==> src/rtl/reg_file_reader.sv <==
//==============================================================================
// Module  : reg_file_reader
// Brief   : Register file with a registered, stallable read port (1-cycle latency)
// Revision: 1.0
//==============================================================================
`default_nettype none

module reg_file_reader #(
  parameter int WIDTH = 8,
  parameter int DEPTH = 8,
  parameter int AW    = 3
) (
  input  logic             clk,
  input  logic             rst_n,
  input  logic             we,
  input  logic [AW-1:0]    waddr,
  input  logic [WIDTH-1:0] wdata,
  input  logic             rd_req,
  input  logic [AW-1:0]    rd_addr,
  output logic             rd_gnt,
  output logic             rd_valid,
  output logic [WIDTH-1:0] rd_data,
  input  logic             rd_ready,
  output logic [7:0]       rd_count
);

  localparam logic [7:0] c_CNT_ONE = 8'd1;

  logic [WIDTH-1:0] mem_q [DEPTH];
  logic             rd_valid_q, rd_valid_d;
  logic [WIDTH-1:0] rd_data_q,  rd_data_d;
  logic [7:0]       rd_count_q, rd_count_d;

  logic             w_gnt;
  logic             w_fire;
  logic             w_bypass;
  logic [WIDTH-1:0] w_rd_src;

  // Storage array: one register per entry, cleared asynchronously.
  for (genvar gi = 0; gi < DEPTH; gi++) begin : g_mem
    always_ff @(posedge clk or negedge rst_n) begin
      if (!rst_n) begin
        mem_q[gi] <= '0;
      end else if (we && (waddr == AW'(gi))) begin
        mem_q[gi] <= wdata;
      end
    end
  end

  // A slot is free when empty or being drained this cycle.
  assign w_gnt    = rd_req & (~rd_valid_q | rd_ready);
  assign w_fire   = rd_valid_q & rd_ready;
  assign w_bypass = we & (waddr == rd_addr);
  assign w_rd_src = w_bypass ? wdata : mem_q[rd_addr];

  always_comb begin
    rd_valid_d = rd_valid_q;
    rd_data_d  = rd_data_q;
    rd_count_d = rd_count_q;
    if (w_gnt) begin
      rd_valid_d = 1'b1;
      rd_data_d  = w_rd_src;
    end else if (w_fire) begin
      rd_valid_d = 1'b0;
    end
    if (w_fire) begin
      rd_count_d = rd_count_q + c_CNT_ONE;
    end
  end

  always_ff @(posedge clk or negedge rst_n) begin
    if (!rst_n) begin
      rd_valid_q <= 1'b0;
      rd_data_q  <= '0;
      rd_count_q <= '0;
    end else begin
      rd_valid_q <= rd_valid_d;
      rd_data_q  <= rd_data_d;
      rd_count_q <= rd_count_d;
    end
  end

  assign rd_gnt   = w_gnt;
  assign rd_valid = rd_valid_q;
  assign rd_data  = rd_data_q;
  assign rd_count = rd_count_q;

endmodule

`default_nettype wire

==> config.mk <==
export PLATFORM = sky130hd
export DESIGN_NAME = reg_file_reader
export DESIGN_NICKNAME = d
export VERILOG_FILES = /design/src/rtl/reg_file_reader.sv
export SDC_FILE = /design/constraint.sdc
export NUM_CORES = 1
export LEC_CHECK = 0
export ABC_AREA = 0
export CORE_ASPECT_RATIO = 1.5
export CORE_UTILIZATION = 25
export CTS_CLUSTER_SIZE = 30
export DETAILED_ROUTE_END_ITERATION = 6
export DONT_BUFFER_PORTS = 1
export PLACE_DENSITY_LB_ADDON = 0.25
export SLEW_MARGIN = 20
export SYNTH_ARGS = -nofsm -noshare
export SYNTH_HDL_FRONTEND = slang
export SYNTH_SLANG_ARGS = --single-unit
export TNS_END_PERCENT = 100
==> constraint.sdc <==
create_clock -name clk -period 1.9 [get_ports clk]
set_clock_uncertainty 0.2 [all_clocks]
set_input_delay 0 -clock clk [delete_from_list [all_inputs] [get_ports clk]]
set_output_delay 0 -clock clk [all_outputs]
set_load 0.02 [all_outputs]
==> flow_metrics.tcl <==
set metrics [dict create \
    syn_area_mm2 0.00365 \
    period_share_pct 98.1 \
    htreeDepth 3 \
    p_per_area_mw_per_mm2 1140 \
    avgViaCountPerCell 4.63 \
    clockBufferDepth 2 \
    worstSkewPairLatency_ps 340 \
    crit_type "in -> reg" \
    setup_ws_ps 36.6 \
    path_max_fanout 8 \
    drt_iter0_drc 83 \
    cp_data_arrival_time_ps 1880 \
    numCtsBuffers 9 \
    ios 37 \
    synth-seq-cells 81 \
    synth_fp_nets 282 \
    syn_to_final_growth_pct 24.5 \
    status "finished with violations" \
    crit_path_max_incr_delay_ps 600 \
    hold_violations 84 \
    seq_area_frac_synth_pct 55.5 \
    reg2reg_from "mem_q[52]$_DFFE_PN0P_" \
    io_buffers 0 \
    grt_max_degree 82 \
    gp_congestion 0.704 \
    yosysWarnings 0 \
    maxCapViolCount 0 \
    path_common_cell "dlygate4sd3_1" \
    synth_ff_type "dfrtp_1" \
    leakage_uw 0.00193 \
    synth_top_cell_area_share_pct 55.5 \
    ir_worst_vdd_uv 507 \
    start_kind "primary input" \
    path_clk_slew_ps 60 \
    crit_family "buffers and inverters" \
    grtUsageTotal_pct 13.3 \
    synth_edf_count 0 \
    use_met1_pct 16.7 \
    drive_gt1_share_pct 30.4 \
    drt-pass1-iter-count 4 \
    hp-class "in -> async" \
    required_ps 1920 \
    finalMaxSlewViolations 0 \
    cp_num_buf_inv 3 \
    fmaxAchievable_ghz 0.537 \
    fin_crit_ps 1860 \
    use_met3_pct 3.69 \
    gr-total-overflow 0 \
    grt_pass1_vias 2488 \
    place_hpwl_um 5490 \
    grt_pass1_wl_um 14500 \
    cp_cell_sequence "dlygate4sd3_1, nor3_2, buf_6, mux2_2, dlygate4sd3_1" \
    antenna_found_initial 0 \
    rrSetupSlack_ps 140 \
    r2r_cells 3 \
    rows 53 \
    cts.sinks 81 \
    syn-instance-count 262 \
    die_area_mm2 0.0151 \
    root_buffer "clkbuf_16" \
    relSlewSlack_pct 56.5 \
    worst_pin_slew_ps 651 \
    yosys-top-cells-area "dfrtp_1 (55%), mux2_2 (15%), mux4_2 (6.2%), mux4_1 (4.3%), o21ai_0 (2.7%)" \
    core_area_mm2 0.0141 \
    grt_use_met2_pct 21.6 \
    finalNetCount 323 \
    critPathCaptureType "flip-flop" \
    ys_types 30 \
    async_reset_ff_share_pct 100 \
    avgRoutedWirePerCell_um 18.2 \
    setup_viol 0 \
    r2r_end "rd_data[4]$_DFFE_PN0P_" \
    cts_tree "yes" \
    yosysTopAreaCell "dfrtp_1" \
    postSynthAreaPerCell_um2 13.9 \
    fillerInstances 1401 \
    busiest_layer "met2" \
    violations "negative hold slack" \
    antenna_left 0 \
    die_w_um 101 \
    die_h_um 150 \
    slowest_stage "dlygate4sd3_1" \
    timing.hold.ws_ps -838 \
    pre_cts_ws_ps 35.4 \
    drc 0 \
    initial_core_util_pct 25.9 \
    vias 2307 \
    wirelength_um 9040 \
    num_antenna_cells 0 \
]
## worst reg2reg max path: cells and delay by family (launching register included)
kind,cells,cell delay [ps]
AOI/OAI and AO/OA,1,290
muxes,2,780
DFF,1,370
## cell usage after synthesis, types with 6 or more instances
| library cell | instances |
|---|---|
| mux4_2 | 10 |
| dfrtp_1 | 81 |
| nor2_1 | 7 |
| o21ai_0 | 20 |
| nand2_1 | 23 |
| mux2_2 | 48 |
| mux4_1 | 6 |
| xnor2_1 | 8 |
## layout make-up
| class | instances | area, um^2 | area share [%] |
|---|---|---|---|
| repair buffers | 44 | 408 | 8.97 |
| well taps | 192 | 240 | 5.28 |
| clock inverters | 3 | 65.1 | 1.43 |
| multi-input cells | 162 | 1540 | 33.8 |
| clock buffers | 11 | 253 | 5.56 |
| inverters | 5 | 18.8 | 0.413 |
| flip-flops and latches | 81 | 2030 | 44.6 |
## cell families (layout without fill, tap and decap cells)
group	Yosys count	count (layout)	share of synthesized area, %
AO/OA/AOI/OAI	28	28	4.76
XOR/XNOR	10	10	2.40
adder cells (fa/ha/maj)	1	1	0.342
buffers and inverters	19	63	2.53
flip-flops	81	81	55.5
multiplexers	69	69	26.6
AND/OR/NAND/NOR	54	54	7.84
## per-layer routing
| metal | part of all wire (%) | up-vias |
|---|---|---|
| met2 | 50 | 56 |
| met4 | 1.8 | 0 |
| li1 | - | 1033 |
| met1 | 42 | 1203 |
| met5 | 0 | - |
| met3 | 5.9 | 15 |
## sequential cells by signal, indices dropped and copies added, names as in the netlist
| name | count |
|---|---|
| rd_count | 8 |
| mem_q | 64 |
| rd_data | 8 |
| rd_valid | 1 |
## how the worst max path moves through the flow
stage	endpoint	start	cells past startpoint	slack, ps
after global placement	rd_data[6]$_DFFE_PN0P_	rd_valid$_DFFE_PN0P_	4	100
after detailed placement	rd_data[6]$_DFFE_PN0P_	rd_valid$_DFFE_PN0P_	4	40
after CTS	mem_q[61]$_DFFE_PN0P_	waddr[0]	5	10
after floorplan	rd_data[0]$_DFFE_PN0P_	rd_valid$_DFFE_PN0P_	6	60
final	mem_q[61]$_DFFE_PN0P_	waddr[0]	5	40
after global routing	mem_q[61]$_DFFE_PN0P_	waddr[0]	5	-4
## power by group
part,total (uW),switching [uW],internal [uW]
combinational,784,266,518
sequential,2500,385,2120
clock,1880,673,1210
total,5160,1320,3840
## stage by stage
step	setup TNS [ps]	area (um^2)	power, uW	cells	util, %
2_1_floorplan	0	3650	3060	262	-
3_3_place_gp	0	3900	3200	451	27.6
3_5_place_dp	0	3900	3240	451	27.6
4_1_cts	0	4490	5220	492	31.8
5_1_grt	-4.08	4550	5440	498	32.2
6_report	0	4550	5160	498	32.2
## repair_timing
action,CTS,global route
resized for setup,0,3
endpoints found under the hold margin,162,84
endpoints found under the setup margin,0,5
setup buffers,0,5
hold buffers,27,1
## layout by cell type (no fill, tap or decap), types with 5 or more instances in the layout
cell           synthesis  layout
mux4_1                 6       6
o21ai_0               20      20
mux2i_1                5       5
xnor2_1                8       8
nand2_1               23      23
mux4_2                10      10
mux2_2                48      48
dfrtp_1               81      81
clkbuf_16              0       9
inv_1                  5       5
buf_4                  2      14
dlygate4sd3_1          0      28
nor2_1                 7       7
nand3_1                5       5
a221oi_1               5       5
Note: power is estimated with default switching activity, not from simulation.
